## config.mk

```make
export PLATFORM = sky130hd
export DESIGN_NAME = mastermind_ctrl
export DESIGN_NICKNAME = d
export VERILOG_FILES = /design/src/rtl/mastermind_ctrl.sv
export SDC_FILE = /design/constraint.sdc
export NUM_CORES = 1
export LEC_CHECK = 0
export ABC_AREA = 0
export CORE_MARGIN = 8
export CORE_UTILIZATION = 58
export CTS_BUF_LIST = sky130_fd_sc_hd__clkbuf_16
export CTS_CLUSTER_SIZE = 25
export DETAILED_ROUTE_END_ITERATION = 12
export PLACE_DENSITY = 0.88
export SETUP_SLACK_MARGIN = 0.4
export SYNTH_ARGS = -nofsm -noshare
export SYNTH_HDL_FRONTEND = slang
export SYNTH_SLANG_ARGS = --single-unit
```

## constraint.sdc

```tcl
create_clock -name clk -period 7.4 [get_ports clk]
set_input_delay 1.48 -clock clk [delete_from_list [all_inputs] [get_ports clk]]
set_output_delay 1.48 -clock clk [all_outputs]
set_load 0.005 [all_outputs]
```

## src/rtl/mastermind_ctrl.sv

```systemverilog
// mastermind_ctrl: game-flow sequencer for the Mastermind datapath.
// Latches the secret at start, scores each submitted guess over 12 cycles
// (4 peg compares, then 8 per-colour minimum counts), tracks turns and
// declares win/loss.
// Optional: define MASTERMIND_REVEAL_EN to expose the secret on code_reveal
// while in WON or LOST; otherwise code_reveal is constant 0.
module mastermind_ctrl #(
  parameter int unsigned MAX_TURNS = 8
) (
  input  logic        clk,
  input  logic        reset,
  input  logic        start,
  input  logic [11:0] code_in,
  input  logic        submit,
  input  logic [11:0] guess_in,
  output logic        busy,
  output logic [3:0]  turn,
  output logic [2:0]  exact,
  output logic [2:0]  partial,
  output logic        result_valid,
  output logic        win,
  output logic        lose,
  output logic [11:0] code_reveal
);

  typedef enum logic [2:0] {
    IDLE,
    PLAY,
    SCORE_EXACT,
    SCORE_COLOR,
    REPORT,
    WON,
    LOST
  } state_t;

  state_t      state;
  state_t      state_next;
  logic [11:0] code_q;
  logic [11:0] guess_q;
  logic [2:0]  idx;
  logic [2:0]  exact_acc;
  logic [2:0]  total_acc;
  logic [2:0]  total_next;
  logic [2:0]  col_min;
  logic        peg_match;
  logic        can_start;
  logic        take_guess;
  logic        last_turn;

  // Colour held in slot p of a packed 4-slot code.
  function automatic logic [2:0] slot(input logic [11:0] v, input logic [1:0] p);
    logic [2:0] s;
    unique case (p)
      2'd0:    s = v[2:0];
      2'd1:    s = v[5:3];
      2'd2:    s = v[8:6];
      default: s = v[11:9];
    endcase
    return s;
  endfunction

  // Number of slots of v holding colour k.
  function automatic logic [2:0] colour_count(input logic [11:0] v, input logic [2:0] k);
    logic [2:0] n;
    n = '0;
    for (int unsigned i = 0; i < 4; i++) begin
      if (slot(v, 2'(i)) == k) n = n + 3'd1;
    end
    return n;
  endfunction

  // Per-step scoring terms and flow qualifiers.
  always_comb begin
    logic [2:0] cg;
    logic [2:0] cc;
    cg         = colour_count(guess_q, idx);
    cc         = colour_count(code_q, idx);
    col_min    = (cg < cc) ? cg : cc;
    total_next = total_acc + col_min;
    peg_match  = (slot(guess_q, idx[1:0]) == slot(code_q, idx[1:0]));
    can_start  = start && (state == IDLE || state == PLAY || state == WON || state == LOST);
    take_guess = submit && !start && (state == PLAY);
    last_turn  = (turn == 4'(MAX_TURNS - 1));
  end

  // State register.
  always_ff @(posedge clk or negedge reset) begin
    if (!reset) state <= IDLE;
    else        state <= state_next;
  end

  // Next-state logic; start has priority over submit in PLAY.
  always_comb begin
    state_next = state;
    unique case (state)
      IDLE:        if (start) state_next = PLAY;
      PLAY: begin
        if (start)       state_next = PLAY;
        else if (submit) state_next = SCORE_EXACT;
      end
      SCORE_EXACT: if (idx == 3'd3) state_next = SCORE_COLOR;
      SCORE_COLOR: if (idx == 3'd7) state_next = REPORT;
      REPORT: begin
        if (exact_acc == 3'd4) state_next = WON;
        else if (last_turn)    state_next = LOST;
        else                   state_next = PLAY;
      end
      WON, LOST:   if (start) state_next = PLAY;
      default:     state_next = IDLE;
    endcase
  end

  // Datapath: latched code/guess, accumulators, turn and score registers.
  // exact/partial are registered on the final colour step so they are already
  // valid during REPORT, when result_valid is high.
  always_ff @(posedge clk or negedge reset) begin
    if (!reset) begin
      code_q    <= '0;
      guess_q   <= '0;
      idx       <= '0;
      exact_acc <= '0;
      total_acc <= '0;
      turn      <= '0;
      exact     <= '0;
      partial   <= '0;
    end else begin
      if (can_start) begin
        code_q  <= code_in;
        turn    <= '0;
        exact   <= '0;
        partial <= '0;
      end
      unique case (state)
        PLAY: begin
          if (take_guess) begin
            guess_q   <= guess_in;
            idx       <= '0;
            exact_acc <= '0;
            total_acc <= '0;
          end
        end
        SCORE_EXACT: begin
          exact_acc <= exact_acc + {2'b00, peg_match};
          idx       <= (idx == 3'd3) ? 3'd0 : idx + 3'd1;
        end
        SCORE_COLOR: begin
          total_acc <= total_next;
          idx       <= idx + 3'd1;
          if (idx == 3'd7) begin
            exact   <= exact_acc;
            partial <= total_next - exact_acc;
          end
        end
        REPORT: begin
          if (exact_acc != 3'd4 && !last_turn) turn <= turn + 4'd1;
        end
        default: ;
      endcase
    end
  end

  assign busy         = (state == SCORE_EXACT) || (state == SCORE_COLOR) || (state == REPORT);
  assign result_valid = (state == REPORT);
  assign win          = (state == WON);
  assign lose         = (state == LOST);

`ifdef MASTERMIND_REVEAL_EN
  assign code_reveal = (state == WON || state == LOST) ? code_q : '0;
`else
  assign code_reveal = '0;
`endif

endmodule
```

==> impl_metrics.env <==
export IMPL_dpl_hpwl_mm=5.17
export IMPL_fillers=370
export IMPL_start_util_pct=60.6
export IMPL_multi_input_area_um2=1790
export IMPL_grt_pass1_vias=2474
export IMPL_finalHoldViolations=0
export IMPL_crit_slowest_cell="dfrtp_1"
export IMPL_cts_made_buffers=5
export IMPL_end_kind="register"
export IMPL_netlist_area_um2=3130
export IMPL_synthCells=316
export IMPL_drv_cap=0
export IMPL_design_power_total_mw=1.70
export IMPL_gp_congestion=0.903
export IMPL_final_setup_viol_count=0
export IMPL_viasPerCell=5.75
export IMPL_post_drt_wl_per_cell_um=17.0
export IMPL_setup_tns_ns=0
export IMPL_clock_path_buffers=2
export IMPL_die_y_um=89.5
export IMPL_largestRegisters="code_q x12, guess_q x12, turn x4"
export IMPL_cp_start_kind="register"
export IMPL_worstMarginPinSlew_ns=1.05
export IMPL_ys_seq_area_share_pct=36.7
export IMPL_min_period_ns=4.72
export IMPL_leakage_nw=1.65
export IMPL_pin_count=54
export IMPL_drt_pass1_iter_count=6
export IMPL_clockRootBuffer="clkbuf_16"
export IMPL_peakVddDrop_v=0.000223
export IMPL_dieArea_um2=8010
export IMPL_synth_top_flop_cell="dfrtp_1"
export IMPL_postCtsHoldBufs=0
export IMPL_arrival_ns=4.91
export IMPL_ant_nets=0
export IMPL_port_buffers=41
export IMPL_die_w_um=89.5
export IMPL_drv_slew=0
export IMPL_core_area_um2=5170
export IMPL_antenna_found_initial=0
export IMPL_final_util_pct=70.7
export IMPL_clock_sinks=46
export IMPL_critPathMaxStageDelay_ns=0.67
export IMPL_rows=26
export IMPL_routed_wl_mm=7.17
export IMPL_synth_distinct_cells=44
export IMPL_cpMostUsedCell="ha_1"
export IMPL_grt_max_degree=47
export IMPL_path_cells="xnor2_1, and3_1, ha_1, xor2_2, ha_1, nand2_1, xnor2_1, ha_1, nor2b_1, nor2_1, a21oi_1, a21oi_1, ha_1, fa_1, fa_1, xor2_1, xnor2_1, o21ai_0"
export IMPL_grt_setup_unrepaired="false"
export IMPL_grt_pass1_wl_mm=11.6
export IMPL_whs_ns=0.498
export IMPL_final_period_utilization_pct=63.7
export IMPL_grt_ovfl_total=0
export IMPL_drc=0
export IMPL_post_cts_buffers=0
export IMPL_routed_via_count=2434
export IMPL_syn_avg_cell_area_um2=9.92
export IMPL_drtIter0Drc=180
export IMPL_yosysWarningCount=0
export IMPL_htree_levels=2
export IMPL_ys_async_sr_fraction_pct=100
export IMPL_clock_fmax_mhz=212
export IMPL_clkTransAtPathRegs_ns=0.06
export IMPL_path_class="reg -> reg"
export IMPL_power_density_nw_per_um2=464
export IMPL_cp_data_required_time_ns=7.59
export IMPL_max_slew_margin_pct=29.9
export IMPL_ys_ff_latch=46
export IMPL_grtUsageTotal_pct=18.8
export IMPL_drive_gt1_share_pct=5.95
export IMPL_final_setup_skew_ns=0.00281
export IMPL_run_status="finished, final reports clean"
export IMPL_area_growth_pct=16.7
export IMPL_path_delay_family="adder cells"
export IMPL_nNetsFinal=404
export IMPL_cts_resized=0
export IMPL_synth_edf_count=0
export IMPL_hold_class="reg -> reg"
export IMPL_clock_latency_ns=0.29
export IMPL_cp_buffers_inverters=0
export IMPL_cts_tree="done"
export IMPL_crit_fanout=11
export IMPL_seq_area_um2=1150
export IMPL_insertedDiodeCount=0
-- routing by layer --
| layer | up-vias | global-route usage (%) | routed length (um) |
|---|---|---|---|
| li1 | 1129 | - | - |
| met1 | 1166 | 22.6 | 2940 |
| met2 | 118 | 31.9 | 3540 |
| met3 | 21 | 3.31 | 489 |
| met4 | 0 | 8.91 | 195 |
| met5 | - | 0 | 0 |
-- report_power, final --
part           internal [mW]  switching (mW)
combinational          0.459           0.558
clock                  0.123          0.0930
sequential             0.330           0.132
total                  0.913           0.783
-- final cells by class --
class                           instances  share of cell area, %
Multi-Input combinational cell        238                   49.0
Sequential cell                        46                   31.5
Timing Repair Buffer                   42                   11.3
Clock buffer                            5                   3.42
Tap cell                               70                   2.39
Inverter                               19                   1.95
Clock inverter                          3                  0.445
-- cell usage in the layout (no fill, tap or decap), types with 3 or more instances in the layout --
master and count:
a21oi_1 7, a222oi_1 4, and3_1 6, clkbuf_16 5, clkdlybuf4s50_1 40, conb_1 12, dfrtp_1 46, ha_1 22
inv_1 19, mux2_1 20, mux2_2 5, mux2i_1 3, nand2_1 30, nand2b_1 4, nand3_1 18, nor2_1 10
nor2b_1 5, o21ai_0 13, o21ai_1 8, o31ai_1 4, xnor2_1 21, xor2_1 17
-- through the flow --
stage,worst slack [ns],instances,area [um^2]
after floorplan,3.26,327,3180
after global placement,2.97,415,3520
after detailed placement,2.77,415,3520
after CTS,2.70,423,3660
after global routing,2.35,423,3660
final,2.68,423,3660
-- worst min-delay path: stages, from the launching register on --
cell and delay [ns]:
dfrtp_1 0.34, nand3_1 0.06, nand2_1 0.06
-- Yosys cell counts (all sizes together), types with 6 or more instances --
library cell  count  share of area, %
dfrtp            46                37
nand2            30               3.6
mux2             25               9.0
ha               22               8.8
o21ai            21               3.4
xnor2            21               5.9
buf              20               4.6
inv              19               2.3
xor2             19               5.8
nand3            18               2.9
nor2             10               1.2
a21oi             8               1.4
and3              6               1.2
-- logic make-up (layout without fill, tap and decap cells) --
logic type	Yosys count	count (layout)	share of synthesized area [%]
AND/OR/NAND/NOR	83	83	13.4
AO/OA/AOI/OAI	51	51	10.7
flip-flops	46	46	36.7
buffers and inverters	43	69	7.38
XOR/XNOR	40	40	11.7
multiplexers	28	28	9.94
adder cells (fa/ha/maj)	24	24	10.1
other	1	12	0.120
-- final timing paths --
check / cells after the start / to / slack, ns / from
setup / recovery: 18 / partial[2] / 2.68 / idx[0]
hold / removal: 2 / exact[0] / 0.50 / exact[0]
setup reg to reg: 18 / partial[2] / 2.68 / idx[0]
hold reg to reg: 2 / exact[0] / 0.50 / exact[0]
max in group asynchronous: 1 / partial[0] / 5.40 / reset
min in group asynchronous: 1 / code_q[6] / 1.37 / reset
No activity file was read; power rests on OpenSTA's default activity.
